### config.mk
export PLATFORM = sky130hd
export DESIGN_NAME = mem_arbiter
export DESIGN_NICKNAME = d
export VERILOG_FILES = /design/src/rtl/mem_arb_pkg.sv /design/src/rtl/mem_arb_ibuf.sv /design/src/rtl/mem_arbiter.sv
export SDC_FILE = /design/constraint.sdc
export NUM_CORES = 1
export LEC_CHECK = 0
export ABC_AREA = 0
export CAP_MARGIN = 0
export CORE_UTILIZATION = 35
export DETAILED_ROUTE_END_ITERATION = 8
export PLACE_DENSITY = 0.7
export SYNTH_ARGS = -nofsm -noshare
export SYNTH_HDL_FRONTEND = slang
export SYNTH_SLANG_ARGS = --single-unit
### constraint.sdc
create_clock -name clk_i -period 2.23 [get_ports clk_i]
set_input_delay 0.223 -clock clk_i [delete_from_list [all_inputs] [get_ports clk_i]]
set_output_delay 0.223 -clock clk_i [all_outputs]
set_load 0.02 [all_outputs]
### src/rtl/mem_arb_pkg.sv
// Shared types and default sizes for the instruction/data memory arbiter.
package mem_arb_pkg;

  localparam int DEF_DATA_W      = 32;
  localparam int DEF_ADDR_W      = 32;
  localparam int DEF_TIMEOUT_CYC = 64;

  // Arbiter sequencing states: fetch wait, data wait, and the data release cycle.
  typedef enum logic [1:0] {
    IDLE   = 2'd0,
    I_WAIT = 2'd1,
    D_WAIT = 2'd2,
    D_DONE = 2'd3
  } arb_state_t;

endpackage

### src/rtl/mem_arb_ibuf.sv
// One-entry fetch buffer: remembers the last fetched instruction so a fetch
// that already completed stays satisfied while the data side is served.
module mem_arb_ibuf #(
  parameter int ADDR_W = 32,
  parameter int DATA_W = 32
) (
  input  logic              clk_i,
  input  logic              rst_i,
  input  logic              fill_i,
  input  logic [ADDR_W-1:0] fill_addr_i,
  input  logic [DATA_W-1:0] fill_data_i,
  input  logic              inval_i,
  input  logic [ADDR_W-1:0] inval_addr_i,
  input  logic [ADDR_W-1:0] lookup_addr_i,
  output logic              ihit_o,
  output logic [DATA_W-1:0] data_o
);

  logic              r_valid;
  logic [ADDR_W-1:0] r_addr;
  logic [DATA_W-1:0] r_data;

  // Fill on fetch completion; drop the entry when a store overwrites its word.
  always_ff @(posedge clk_i) begin
    if (!rst_i) begin
      r_valid <= 1'b0;
      r_addr  <= '0;
      r_data  <= '0;
    end else if (fill_i) begin
      r_valid <= 1'b1;
      r_addr  <= fill_addr_i;
      r_data  <= fill_data_i;
    end else if (inval_i && (inval_addr_i == r_addr)) begin
      r_valid <= 1'b0;
    end
  end

  assign ihit_o = r_valid & (r_addr == lookup_addr_i);
  assign data_o = r_data;

endmodule

### src/rtl/mem_arbiter.sv
// Shares one variable-latency memory port between instruction fetch and data
// access. Fetch wins ties; a watchdog flags requests that wait too long.
module mem_arbiter
  import mem_arb_pkg::*;
#(
  parameter int DATA_W      = DEF_DATA_W,
  parameter int ADDR_W      = DEF_ADDR_W,
  parameter int TIMEOUT_CYC = DEF_TIMEOUT_CYC
) (
  input  logic              clk_i,
  input  logic              rst_i,
  input  logic              i_req_i,
  input  logic [ADDR_W-1:0] i_addr_i,
  output logic [DATA_W-1:0] i_data_o,
  output logic              i_stall_o,
  input  logic              d_req_i,
  input  logic              d_write_i,
  input  logic [ADDR_W-1:0] d_addr_i,
  input  logic [DATA_W-1:0] d_wdata_i,
  output logic [DATA_W-1:0] d_rdata_o,
  output logic              d_stall_o,
  output logic              stall_o,
  output logic              mem_req_o,
  output logic              mem_write_o,
  output logic [ADDR_W-1:0] mem_addr_o,
  output logic [DATA_W-1:0] mem_wdata_o,
  input  logic              mem_ack_i,
  input  logic [DATA_W-1:0] mem_rdata_i,
  output logic              err_o
);

  localparam int WDT_W = $clog2(TIMEOUT_CYC + 1);
  localparam logic [WDT_W-1:0] WDT_MAX  = WDT_W'(TIMEOUT_CYC);
  localparam logic [WDT_W-1:0] WDT_LAST = WDT_W'(TIMEOUT_CYC - 1);

  arb_state_t        r_state;
  logic              r_mem_req;
  logic              r_mem_write;
  logic [ADDR_W-1:0] r_mem_addr;
  logic [DATA_W-1:0] r_mem_wdata;
  logic [DATA_W-1:0] r_d_rdata;
  logic              r_err;
  logic [WDT_W-1:0]  r_wdt;

  logic              w_ihit;
  logic [DATA_W-1:0] w_ibuf_data;
  logic              w_fill;
  logic              w_inval;
  logic              w_wdt_run;

  // The buffer is filled from the registered fetch address, so the memory
  // ack only reaches outputs through flops.
  assign w_fill    = (r_state == I_WAIT) & mem_ack_i;
  assign w_inval   = (r_state == D_DONE) & r_mem_write;
  assign w_wdt_run = ((r_state == I_WAIT) | (r_state == D_WAIT)) & ~mem_ack_i;

  mem_arb_ibuf #(
    .ADDR_W(ADDR_W),
    .DATA_W(DATA_W)
  ) u_ibuf (
    .clk_i        (clk_i),
    .rst_i        (rst_i),
    .fill_i       (w_fill),
    .fill_addr_i  (r_mem_addr),
    .fill_data_i  (mem_rdata_i),
    .inval_i      (w_inval),
    .inval_addr_i (r_mem_addr),
    .lookup_addr_i(i_addr_i),
    .ihit_o       (w_ihit),
    .data_o       (w_ibuf_data)
  );

  // Sequencer, request latches and watchdog; memory-side outputs are held
  // stable from issue until the ack.
  always_ff @(posedge clk_i) begin
    if (!rst_i) begin
      r_state     <= IDLE;
      r_mem_req   <= 1'b0;
      r_mem_write <= 1'b0;
      r_mem_addr  <= '0;
      r_mem_wdata <= '0;
      r_d_rdata   <= '0;
      r_err       <= 1'b0;
      r_wdt       <= '0;
    end else begin
      if (w_wdt_run && (r_wdt != WDT_MAX)) begin
        r_wdt <= r_wdt + 1'b1;
        if (r_wdt == WDT_LAST) begin
          r_err <= 1'b1;
        end
      end
      case (r_state)
        IDLE: begin
          if (i_req_i && !w_ihit) begin
            r_state     <= I_WAIT;
            r_mem_req   <= 1'b1;
            r_mem_write <= 1'b0;
            r_mem_addr  <= i_addr_i;
            r_wdt       <= '0;
          end else if (d_req_i) begin
            r_state     <= D_WAIT;
            r_mem_req   <= 1'b1;
            r_mem_write <= d_write_i;
            r_mem_addr  <= d_addr_i;
            r_mem_wdata <= d_wdata_i;
            r_wdt       <= '0;
          end
        end
        I_WAIT: begin
          if (mem_ack_i) begin
            r_mem_req <= 1'b0;
            r_state   <= IDLE;
          end
        end
        D_WAIT: begin
          if (mem_ack_i) begin
            r_mem_req <= 1'b0;
            if (!r_mem_write) begin
              r_d_rdata <= mem_rdata_i;
            end
            r_state <= D_DONE;
          end
        end
        D_DONE: begin
          r_state <= IDLE;
        end
        default: begin
          r_state <= IDLE;
        end
      endcase
    end
  end

  assign i_stall_o   = i_req_i & ~w_ihit;
  assign d_stall_o   = d_req_i & (r_state != D_DONE);
  assign stall_o     = i_stall_o | d_stall_o;
  assign i_data_o    = w_ibuf_data;
  assign d_rdata_o   = r_d_rdata;
  assign mem_req_o   = r_mem_req;
  assign mem_write_o = r_mem_write;
  assign mem_addr_o  = r_mem_addr;
  assign mem_wdata_o = r_mem_wdata;
  assign err_o       = r_err;

endmodule

==> qor.yml <==
status: "finished, violations left"
violations: "setup timing"
slowest_delay_ps: 490
synth.largest_area_cell: "dfxtp_1"
synthTopCellsByCount: "268 x nand2_1, 173 x dfxtp_1, 97 x a21boi_0"
fmax_ghz: 0.411
end_kind: "flip-flop"
wl_per_cell_um: 17.9
min_path_cells: 3
worst-path-stages: 11
dieHeight_um: 155
synthesis.nets: 1064
globalplace.congestion: 0.788
p_leak_nw: 4.87
min_period_over_period_pct: 109
yosys_warnings: 0
rsz0062_at_grt: "yes"
setup_viol: 75
vias: 7805
yosysSeqAreaShare_pct: 42.5
place_ws_ps: -640
synth_cell_types: 45
holdWs_ps: 348
final_layout_size_suffix_gt1_share_pct: 16.7
worstSetupPathType: "input port to flip-flop"
rrSetupSlack_ps: -180
area.sequential_sq_mm: 0.00347
num_io_pins: 268
hpwlAfterDp_um: 18300
grtUsageTotal_pct: 22.0
grt_pass1_wl_um: 41400
netlist_instances: 924
final.setup.worst_slack_ps: -206
grt-ovfl-total: 0
grt_pass1_vias: 7583
fin_worst_skew_ps: 16.7
slew_violations: 0
dpl-instance-area_sq_mm: 0.0115
final_period_minus_worst_setup_slack_ps: 2440
routed_wl_um: 27300
rr_worst_depth: 10
fill_cells: 1988
cap_viol_max_count: 0
critical_path.max_fanout: 7
slew_headroom_pct: 52.4
ant_nets: 0
grt_max_degree: 66
p_per_area_mw_per_mm2: 881
die_x_um: 155
tritoncts: "built"
cts_buffer_depth: 2
startpoint_type: "input port"
portBuffers: 267
clock_latency_ps: 430
yosysMostFrequentCell: "nand2_1"
rows: 55
vdd_drop_max_mv: 0.434
avgViaCountPerCell: 5.11
final_core_util_pct: 56.2
synth_area_leaders: "dfxtp_1 42%, nand2_1 12%, a21boi_0 8.9%"
async_reset_ff_share_pct: 0
reg2reg_from: "u_ibuf.r_addr[28]"
synth_seq_cells: 173
syn_area_sq_mm: 0.00815
drt_iter0_markers: 439
drc: 0
cts_max_level: 4
synthFlopType: "dfxtp_1"
start_util_pct: 35.9
crit_path_top_delay_cell: "clkdlybuf4s50_1"
cp_cell_sequence: "clkdlybuf4s50_1 > xor2_2 > nor4_2 > nand4_4 > buf_6 > nor4_4 > buf_4 > a211oi_4 > buf_12 > clkbuf_16 > o221a_2"
finalPower_w: 0.0112
synth.top_cell.area_share_pct: 42.5
fp.dieArea_sq_mm: 0.0239
design_area_sq_mm: 0.0128
crit_family: "buffers and inverters"
holdPathEnd: "mem_wdata_o[29]"
min-delay-start: "d_wdata_i[29]"
reg2reg_to: "mem_addr_o[12]"
numCtsBuffers: 17
antenna_found_initial: 2
cp.buffers_inverters: 5
coreArea_sq_mm: 0.0227
critical_path_arrival_ps: 2760
clockRootBuffer: "clkbuf_16"
hold_viol: 0
area_growth_pct: 56.6
syn_area_per_cell_sq_um: 8.82
multi_input_area_sq_mm: 0.00459
numClockSinks: 173
nets: 1367
synth_edf_count: 0
cp.required_ps: 2560
path_clk_slew_ps: 80
hold_class: "input port to flip-flop"
detail_route.first_pass.iterations: 5
tightest_slew_ps: 713
-- through the flow --
step	TNS [ps]	std cells
after global routing	-12630	1526
final	-9160	1527
after floorplan	0	924
after CTS	-4360	1513
after global placement	-41820	1477
after detailed placement	-42650	1477
-- cells by family (layout without fill, tap and decap cells) --
| group | count (synthesis) | count (layout) | synth area share, % |
|---|---|---|---|
| buffers and inverters | 111 | 427 | 7.09 |
| xor gates and xnor gates | 70 | 70 | 7.52 |
| AOI/OAI and AO/OA | 209 | 209 | 21.4 |
| adders and majority gates | 6 | 6 | 0.921 |
| DFF | 173 | 173 | 42.5 |
| muxes | 33 | 33 | 4.05 |
| and+or+nand+nor | 322 | 322 | 16.5 |
| other | 0 | 2 | 0 |
-- worst max path at each step --
stage                       from             end  slack [ps]
6_report            i_addr_i[28]  mem_addr_o[12]        -210
5_1_grt        u_ibuf.r_addr[18]  mem_addr_o[12]        -240
4_1_cts        u_ibuf.r_addr[21]         stall_o        -110
3_5_place_dp        i_addr_i[18]  mem_addr_o[15]        -640
3_3_place_gp        i_addr_i[30]         stall_o        -630
2_1_floorplan  u_ibuf.r_addr[18]       mem_req_o         100
-- state kept, by name, summed over array words and instances (netlist names) --
register,cells
mem_req_o,1
mem_wdata_o,32
err_o,1
r_wdt,7
u_ibuf.r_valid,1
mem_addr_o,32
mem_write_o,1
u_ibuf.r_addr,32
r_state,2
u_ibuf.data_o,32
d_rdata_o,32
-- metal layers --
metal  global-route usage [%]  vias to the layer above  routed length (um)
li1                         -                     3794                   -
met1                     27.6                     3732               11800
met2                     36.9                      237               13300
met3                     5.41                       42                1430
met4                     7.40                        0                 656
met5                        0                        -                   0
-- layout by cell type (no fill, tap or decap), types with 2 or more instances in the layout --
cell type	synthesis	final
mux2i_1	33	33
inv_1	38	38
o21ai_0	2	2
buf_12	0	13
clkbuf_16	0	23
nor3_2	0	2
nor2_1	9	6
inv_8	0	2
nand4_1	6	6
o21a_1	3	2
clkdlybuf4s50_1	0	264
a21boi_0	97	97
nand2_1	268	267
nor4_4	1	3
clkinv_2	0	3
ha_1	6	6
diode_2	0	2
dfxtp_2	0	7
xnor2_2	0	2
dfxtp_1	173	166
inv_6	0	6
buf_6	15	8
xor2_2	0	3
nor4_1	13	3
xnor2_1	15	13
o221a_4	0	28
o22ai_2	0	2
o221a_2	32	4
nand3_1	4	3
clkinv_4	0	2
nor2_2	0	3
nor4_2	0	8
nor3b_2	0	7
buf_4	2	64
o31ai_1	33	33
xor2_1	55	52
or2_2	3	3
a41oi_1	32	32
-- area by class of cell --
cell class | count | share of cell area (%)
antenna | 2 | 0.0392
clock buffer | 17 | 3.33
clock inverter | 15 | 1.03
inverter | 39 | 1.15
multi-input combinational | 640 | 35.9
sequential | 173 | 27.2
tap | 285 | 2.79
timing repair buffer | 356 | 28.5
-- power breakdown --
group / internal (W) / switching, W / total, W
Sequential: 0.00351 / 0.000376 / 0.00389
Combinational: 0.00218 / 0.00231 / 0.00449
Clock: 0.00147 / 0.00139 / 0.00287
-- worst register-to-register path: cells and delay by family (launching register included) --
kind | cells | cell delay (ps)
AND/OR/NAND/NOR | 3 | 840
buffers and inverters | 4 | 680
AO/OA/AOI/OAI | 2 | 270
XOR/XNOR | 1 | 190
flip-flops | 1 | 340
-- timing repair --
item,CTS,global route
gates resized for setup,29,60
setup buffers,4,5
endpoints found under the setup margin,77,78
gates cloned,0,7
hold buffers,0,0
pin swaps,15,41
Power figures use the tool's default switching activity.
